## src/rtl/fpu_mul_round16.sv

```systemverilog
// fpu_mul_round16
//   Post-multiply normalize/round stage for the FP16 multiplier. It takes the raw
//   significand product, the sign and the biased exponent sum. It normalizes the
//   product one bit per cycle and denormalizes tiny results one bit per cycle.
//   It then rounds to nearest-even and emits a packed binary16 word with flags.
// Ports
//   clock      : single clock, all state updates on posedge
//   reset      : synchronous, active-high; aborts any operation in flight
//   start      : launch request, only sampled while idle
//   prodIn     : unsigned 2*FRACW-bit product, binary point below bit 2*FRACW-2
//   expIn      : signed biased exponent of the product (e1+e2-bias)
//   signIn     : result sign (s1^s2)
//   result     : {sign, exponent field, fraction field}
//   done       : one-cycle pulse when result/flags are valid
//   busy       : high in every state except idle
//   overflow   : result rounded to +/-inf
//   underflow  : result is subnormal/zero and inexact
//   inexact    : guard or sticky bits were nonzero at rounding
module fpu_mul_round16 #(
  parameter int FRACW = 11,
  parameter int EXPW  = 5
) (
  input  logic                      clock,
  input  logic                      reset,
  input  logic                      start,
  input  logic [2*FRACW-1:0]        prodIn,
  input  logic signed [EXPW+1:0]    expIn,
  input  logic                      signIn,
  output logic [EXPW+FRACW-1:0]     result,
  output logic                      done,
  output logic                      busy,
  output logic                      overflow,
  output logic                      underflow,
  output logic                      inexact
);

  localparam int PW = 2 * FRACW;
  localparam int CW = $clog2(PW) + 1;
  localparam int EW = EXPW + 3;
  localparam int RW = EXPW + FRACW;

  localparam logic signed [EW-1:0] ONE_E  = EW'(1);
  localparam logic signed [EW-1:0] EMAX_E = EW'((2 ** EXPW) - 1);
  localparam logic [CW-1:0]        FLUSH_CNT = CW'(FRACW + 2);

  typedef enum logic [2:0] {
    S_IDLE,
    S_NORM,
    S_DENORM,
    S_ROUND,
    S_DONE
  } state_t;

  state_t                state_q;
  logic [PW-1:0]         p_q;
  logic signed [EW-1:0]  e_q;
  logic                  sticky_q;
  logic                  sign_q;
  logic [CW-1:0]         cnt_q;
  logic [RW-1:0]         result_q;
  logic                  done_q;
  logic                  busy_q;
  logic                  ovf_q;
  logic                  unf_q;
  logic                  inx_q;

  // Denormalization step values
  logic [PW-1:0]         p_shr;
  logic signed [EW-1:0]  e_inc;
  logic [CW-1:0]         cnt_inc;

  // Rounding datapath
  logic                  rnd_lsb;
  logic                  rnd_g;
  logic                  rnd_s;
  logic                  rnd_up;
  logic [FRACW:0]        sig_r;
  logic                  carry_r;
  logic                  hidden_r;
  logic signed [EW-1:0]  e_r;
  logic [FRACW-2:0]      frac_r;
  logic [EXPW-1:0]       exp_field;
  logic                  ovf_r;
  logic                  inx_r;
  logic                  unf_r;
  logic [RW-1:0]         round_word;

  always_comb begin
    p_shr   = p_q >> 1;
    e_inc   = e_q + ONE_E;
    cnt_inc = cnt_q + CW'(1);

    rnd_lsb = p_q[FRACW];
    rnd_g   = p_q[FRACW-1];
    rnd_s   = sticky_q | (|p_q[FRACW-2:0]);
    rnd_up  = rnd_g & (rnd_s | rnd_lsb);

    // {hidden, frac} plus one extra bit to catch the carry out to 2.0
    sig_r    = {1'b0, p_q[PW-1:FRACW]} + {{FRACW{1'b0}}, rnd_up};
    carry_r  = sig_r[FRACW];
    // A subnormal that rounds up into the hidden bit becomes the smallest normal
    hidden_r = carry_r | sig_r[FRACW-1];
    e_r      = carry_r ? e_inc : e_q;
    frac_r   = carry_r ? '0 : sig_r[FRACW-2:0];

    exp_field = hidden_r ? e_r[EXPW-1:0] : '0;
    ovf_r     = hidden_r && (e_r >= EMAX_E);
    inx_r     = rnd_g | rnd_s;
    unf_r     = inx_r & ~hidden_r;

    if (ovf_r) begin
      round_word = {sign_q, {EXPW{1'b1}}, {(FRACW-1){1'b0}}};
    end else begin
      round_word = {sign_q, exp_field, frac_r};
    end
  end

  always_ff @(posedge clock) begin
    if (reset) begin
      state_q  <= S_IDLE;
      p_q      <= '0;
      e_q      <= '0;
      sticky_q <= 1'b0;
      sign_q   <= 1'b0;
      cnt_q    <= '0;
      result_q <= '0;
      done_q   <= 1'b0;
      busy_q   <= 1'b0;
      ovf_q    <= 1'b0;
      unf_q    <= 1'b0;
      inx_q    <= 1'b0;
    end else begin
      done_q <= 1'b0;
      case (state_q)
        S_IDLE: begin
          if (start) begin
            p_q      <= prodIn;
            sign_q   <= signIn;
            // Sign-extend, then +1 so e is the exponent when p's MSB is the hidden bit
            e_q      <= {expIn[EXPW+1], expIn} + ONE_E;
            sticky_q <= 1'b0;
            cnt_q    <= '0;
            ovf_q    <= 1'b0;
            unf_q    <= 1'b0;
            inx_q    <= 1'b0;
            busy_q   <= 1'b1;
            if (prodIn == '0) begin
              result_q <= {signIn, {(RW-1){1'b0}}};
              done_q   <= 1'b1;
              state_q  <= S_DONE;
            end else begin
              state_q  <= S_NORM;
            end
          end
        end

        S_NORM: begin
          if (!p_q[PW-1]) begin
            p_q <= p_q << 1;
            e_q <= e_q - ONE_E;
          end else if (e_q < ONE_E) begin
            state_q <= S_DENORM;
          end else begin
            state_q <= S_ROUND;
          end
        end

        S_DENORM: begin
          cnt_q <= cnt_inc;
          if (e_inc == ONE_E) begin
            sticky_q <= sticky_q | p_q[0];
            p_q      <= p_shr;
            e_q      <= e_inc;
            state_q  <= S_ROUND;
          end else if (cnt_inc == FLUSH_CNT) begin
            // Far too small: everything left is below the guard bit
            sticky_q <= sticky_q | p_q[0] | (|p_shr);
            p_q      <= '0;
            e_q      <= ONE_E;
            state_q  <= S_ROUND;
          end else begin
            sticky_q <= sticky_q | p_q[0];
            p_q      <= p_shr;
            e_q      <= e_inc;
          end
        end

        S_ROUND: begin
          result_q <= round_word;
          ovf_q    <= ovf_r;
          unf_q    <= unf_r;
          inx_q    <= inx_r;
          done_q   <= 1'b1;
          state_q  <= S_DONE;
        end

        S_DONE: begin
          busy_q  <= 1'b0;
          state_q <= S_IDLE;
        end

        default: begin
          busy_q  <= 1'b0;
          state_q <= S_IDLE;
        end
      endcase
    end
  end

  assign result    = result_q;
  assign done      = done_q;
  assign busy      = busy_q;
  assign overflow  = ovf_q;
  assign underflow = unf_q;
  assign inexact   = inx_q;

endmodule
```

## config.mk

```make
export PLATFORM = sky130hd
export DESIGN_NAME = fpu_mul_round16
export DESIGN_NICKNAME = d
export VERILOG_FILES = /design/src/rtl/fpu_mul_round16.sv
export SDC_FILE = /design/constraint.sdc
export NUM_CORES = 1
export LEC_CHECK = 0
export BUFFER_PORTS_ARGS = -buffer_cell sky130_fd_sc_hd__clkbuf_2
export CAP_MARGIN = 15
export CORE_MARGIN = 2
export CORE_UTILIZATION = 50
export DETAILED_ROUTE_END_ITERATION = 10
export PLACE_DENSITY = 0.8
export SLEW_MARGIN = 5
export SYNTH_ARGS = -nofsm -noshare
export SYNTH_HDL_FRONTEND = slang
export SYNTH_SLANG_ARGS = --single-unit
```

## constraint.sdc

```tcl
create_clock -name clock -period 3.6 [get_ports clock]
set_clock_uncertainty 0.2 [all_clocks]
set_input_delay 0.36 -clock clock [delete_from_list [all_inputs] [get_ports clock]]
set_output_delay 0.36 -clock clock [all_outputs]
set_load 0.005 [all_outputs]
```

# [Yosys cells after proc, flatten, opt, wreduce, memory -nomap -nowiden]
# Index checks and enable logic that the tools add are counted.
# Widths: inputs -> output; s select.
[op_classes] addsub=5 magnitude_cmp=2 n_eq_ne=10 mux=38 n_bitwise=10 reduce_logical=17
[ops] cell="$pmux 22 s3" count=1
[ops] cell="$mux 22" count=2
[ops] cell="$mux 21" count=2
[ops] cell="$mux 8" count=5
[ops] cell="$mux 16" count=2
[ops] cell="$pmux 16 s2" count=1
[ops] cell="$pmux 8 s3" count=1
[ops] cell="$logic_not 22->1" count=1
[ops] cell="$reduce_or 21->1" count=1
[ops] cell="$mux 15" count=1
[ops] cell="$mux 3" count=5
[ops] cell="$add 11x1->12" count=1
[ops] cell="$pmux 1 s2" count=6
[ops] cell="$pmux 3 s4" count=1
[ops] cell="$pmux 6 s2" count=1
[ops] cell="$mux 10" count=1
[ops] cell="$reduce_and 2->1" count=5
[ops] cell="$reduce_or 10->1" count=1
[ops] cell="$reduce_and 3->1" count=3
[ops] cell="$add 7x2->8 const B" count=1
[ops] cell="$add 8x2->8 const B" count=1
[ops] cell="$eq 8x2->1 const B" count=1
[ops] cell="$ge 8x6->1 const B" count=1
[ops] cell="$lt 8x2->1 const B" count=1
[ops] cell="18 further kinds" count=36
[word_totals] reg_bits=62 in_bits=33 output_inout_bits=21 wordCells=95

# [Longest topological paths before layout]
[logic_depth] ltp_word=10 mapped_depth=9 ltp_nobuf=8

# [Least setup slack after synthesis]
# OpenSTA, ideal clock, no wires.
[synth_path] kind="flip-flop to flip-flop" startpoint="register p_q[11]" endpoint="register result_q[0] (netlist: result[0])" setup_time_ns=0.149 arrival_time_ns=2.148 t_required_ns=3.251 path_slack_ns=1.103 path_stages_with_launch=9 n_path_buf=1 synth_period_minus_slack_ns=2.497 path_cell_list="dfxtp_1 -> clkbuf_1 -> and2_1 -> ha_1 -> and4_1 -> nand3_1 -> mux2i_1 -> o311ai_1 -> o21ai_1"
[synth_between] elab_chain_cells=8 elab_cells_between_ends=10 classes_between="add/sub (1); order compare (1); mux (4); bitwise (3); reduce/logical (1)"
[synth_lines] item="from (decl)" line="55" text="logic [PW-1:0] p_q;"
[synth_lines] item="from (signal assigned)" line="137" text="p_q <= prodIn;"
[synth_lines] item="from (signal assigned)" line="159" text="p_q <= p_q << 1;"
[synth_lines] item="from (signal assigned)" line="172" text="p_q <= p_shr;"
[synth_lines] item="$or 1x1->1" line="96" text="rnd_up = rnd_g & (rnd_s | rnd_lsb);"
[synth_lines] item="$and 1x1->1" line="96"
[synth_lines] item="$add 11x1->12 *" line="99" text="sig_r = {1'b0, p_q[PW-1:FRACW]} + {{FRACW{1'b0}}, rnd_up};"
[synth_lines] item="$mux 8" line="103" text="e_r = carry_r ? e_inc : e_q;"
[synth_lines] item="$ge 8x6->1" line="107" text="ovf_r = hidden_r && (e_r >= EMAX_E);"
[synth_lines] item="$logic_and 1x1->1" line="107"
[synth_lines] item="$mux 15 *" line="111" text="if (ovf_r) begin"
[synth_lines] item="$pmux 16 s2 *" line="134" text="case (state_q)"
[synth_lines] item="to (signal assigned)" line="148" text="result_q <= {signIn, {(RW-1){1'b0}}};"
[synth_lines] item="to (signal assigned)" line="189" text="result_q <= round_word;"
[synth_lines] item="to (decl)" line="60" text="logic [RW-1:0] result_q;"
# Every way passes the cells marked *; elsewhere a longest branch is shown, timed or not.
# A chain may end at the register's enable or synchronous reset.

# [Worst setup path in the final report]
[layout_path] startpoint="register state_q[1]" endpoint="register e_q[3]"
[layout_between] elab_chain_cells=3 elab_cells_between_ends=8 classes_between="eq/ne (4); mux (1); reduce/logical (3)"
[layout_lines] item="from (decl)" line="54" text="state_t state_q;"
[layout_lines] item="from (signal assigned)" line="120" text="state_q <= S_IDLE;"
[layout_lines] item="from (signal assigned)" line="150" text="state_q <= S_DONE;"
[layout_lines] item="from (signal assigned)" line="152" text="state_q <= S_NORM;"
[layout_lines] item="$eq 3x1->1 (tied with other cells)" line="134"
[layout_lines] item="$ne 2x2->1 (no source line) or $reduce_bool 3->1 (tied branches)"
[layout_lines] item="$reduce_and 3->1 (no source line)"
[layout_lines] item="to (signal assigned)" line="140" text="e_q <= {expIn[EXPW+1], expIn} + ONE_E;"
[layout_lines] item="to (signal assigned)" line="160" text="e_q <= e_q - ONE_E;"
[layout_lines] item="to (signal assigned)" line="173" text="e_q <= e_inc;"
[layout_lines] item="to (decl)" line="56" text="logic signed [EW-1:0] e_q;"
# Parallel ways exist; a longest one is shown, timed or not.

==> reports/metrics.yaml <==
run_status:
  status: "finished, final reports clean"
placement:
  dp.cells: 607
  globalplace.congestion: 0.984
  io_buffers: 53
  hpwl_um: 7350
  dp_slack_ps: 892
sta:
  fmax_mhz: 359
  timing.final.crit_share: 0.774
  rsz0062_at_grt: "no"
  setup_ws_ps: 814
  hold_violations: 0
  period_minus_slack_ps: 2790
  holdWs_ps: 83.1
  worst_pin_slew_ps: 1070
  maxSlewViolCount: 0
  slew-limit-headroom: 0.284
  setup_viol_count_final: 0
  fin_setup_tns_ps: 0
critical_path:
  crit_type: "reg2reg"
  cp_slowest_cell: "and2_1"
  worstPathArrival_ps: 2820
  crit_family: "simple AND/OR/NAND/NOR gates"
  startpoint_type: "register"
  worstPathRequired_ps: 3630
  end_kind: "register"
  crit_fanout: 29
  cpPeakStageDelay_ps: 910
  crit_chain: "or3b_1 > and2_1 > a21oi_1 > a21oi_1 > nor2_1 > a311oi_1"
  crit_buf_inv: 0
  cp_common_cell: "a21oi_1"
pwr:
  power_mw: 2.51
  p_leak_nw: 1.65
  power_density_mw_per_mm2: 585
  ir_worst_vdd_v: 0.000347
drt:
  drt_iter0_drc: 397
  drc: 0
  wirelength_um: 10500
  vias: 3904
  wl_per_cell_um: 16.8
  dr.pass1.iters: 5
  viasPerCell: 6.27
  ant_nets: 0
clock_network:
  cts_inserted_buffers: 9
  cts_sinks: 62
  cts.clk_slew.worst_paths_ps: 80
  cts_resized: 0
  root_buffer: "clkbuf_8"
  hold_buffers: 0
  postCtsSetupRepairBufs: 0
  htree_levels: 3
  clockBufferDepth: 2
  cts_tree: "yes"
  clk_latency_ps: 350
floorplanning:
  die_w_um: 91.7
  coreArea_mm2: 0.00737
  die_h_um: 91.7
  start_util: 0.522
  die-area_mm2: 0.00842
  pin_count: 54
  num_rows: 31
synth:
  synth_top_family_by_area: "simple AND/OR/NAND/NOR gates"
  synth.yosys.warnings: 0
  avgSynthCellArea_um2: 7.78
  synth_edf_count: 0
  synth-simple-area-share: 0.271
  synthArstFlopShare: 0
  synth.net_count: 535
  synthAdderAreaFrac: 0.0228
  synth.area.top_cells: "dfxtp_1, a21oi_1, nor2_1, a221o_1, nor3_1"
  yosysTopAreaCell: "dfxtp_1"
  synth_top_cell_area_share: 0.322
  syn_inst: 495
  synth-seq-cells: 62
  synth_xor_area_frac: 0.0478
  ys_types: 63
  ys_seq_area_frac: 0.322
  synth-main-ff-cell: "dfxtp_1"
  synthMuxAreaShare: 0.0182
  synth_compound_area_frac: 0.254
  syn_area_mm2: 0.00385
final_layout:
  area_growth_pct: 11.5
  final_cells: 623
  final_cell_mix: "dfxtp_1, nor2_1, clkbuf_2, a21oi_1, nor3_1"
  n_antenna_cell: 0
  drive_gt1_frac: 0.155
  mostFrequentLayoutCell: "dfxtp_1"
  fill_cells: 671
  layout.nets: 559
global_route:
  grt.overflow.total: 0
  grt_pass1_wl_um: 17000
  track_usage: 0.249
  grt_pass1_vias: 3480
  antenna_found_initial: 0
  grt_max_degree: 50
worst_hold_path:
  min_path_type: "in2reg"
flow_run:
  maxCapViolCount: 0
## worst paths after layout
| path | depth (start not counted) | startpoint | slack [ps] | to |
|---|---|---|---|---|
| max | 6 | state_q[1]$_SDFFE_PP0P_ | 810 | e_q[3]$_SDFFE_PP0P_ |
| min | 3 | signIn | 80 | sign_q$_SDFFE_PP0P_ |
| max reg2reg | 6 | state_q[1]$_SDFFE_PP0P_ | 810 | e_q[3]$_SDFFE_PP0P_ |
| min reg2reg | 2 | result[4]$_SDFFE_PP0P_ | 250 | result[4]$_SDFFE_PP0P_ |
## registers in the layout (all words and copies together) (netlist names)
name	count
p_q	22
result	16
e_q	8
cnt_q	6
state_q	3
busy	1
done	1
inexact	1
overflow	1
sign_q	1
sticky_q	1
underflow	1
## where the power goes
part           switching [mW]  total [mW]  internal, mW
clock network           0.321       0.720         0.400
registers               0.200       0.978         0.778
logic                   0.460       0.814         0.355
total                   0.980        2.51          1.53
## tightest hold or removal path: stages
cell and delay, ps:
clkbuf_2 90, mux2i_1 60, nor2_1 80
## per-stage QoR
step | area (um2) | utilization
3_3_place_gp | 4070 | 0.552
6_report | 4290 | 0.582
4_1_cts | 4290 | 0.582
5_1_grt | 4290 | 0.582
3_5_place_dp | 4070 | 0.552
2_1_floorplan | 3850 | -
## final cells by class
type,count,area [um2],share of cell area
clock inverter,7,103,0.0239
inverter,8,30.0,0.00700
clock buffer,9,124,0.0289
multi-input combinational,380,2370,0.552
tap,99,124,0.0289
timing repair buffer,58,303,0.0706
sequential,62,1240,0.289
## logic make-up (layout without fill, tap and decap cells)
family / after synthesis / count (layout)
adders and majority gates: 7 / 7
buffers and inverters: 53 / 82
AOI/OAI and AO/OA: 143 / 143
DFF: 62 / 62
and+or+nand+nor: 202 / 202
muxes: 7 / 7
xor gates and xnor gates: 21 / 21
## cell usage after synthesis, drive strengths merged, types with 2 or more instances
cell type   n
a31o        3
nand3      18
o21bai      2
nor3b       2
a31oi       4
clkbuf     27
and4        4
ha          7
nand2b      4
o21ai      23
a21oi      49
nand3b      4
or3b        4
or4         2
inv         8
dfxtp      62
a221oi      2
mux2i       7
xor2        6
nand4       8
nor3       32
a311oi      3
a211oi      7
and3        9
buf        18
nand2      28
xnor2      15
a221o      20
nor2       55
a211o       2
a21o        2
o22ai       2
o31ai       3
nor2b       6
a22oi       4
nor4       14
o41a        2
o21a        5
and2        7
## per-layer routing
metal  GRT usage  routed length (um)  vias up
li1            -                   -     1889
met1       0.338                4670     1819
met5           0                   0        -
met4      0.0721                 149        0
met2       0.396                4810      176
met3      0.0583                 852       20
Note: power is estimated with default switching activity, not from simulation.
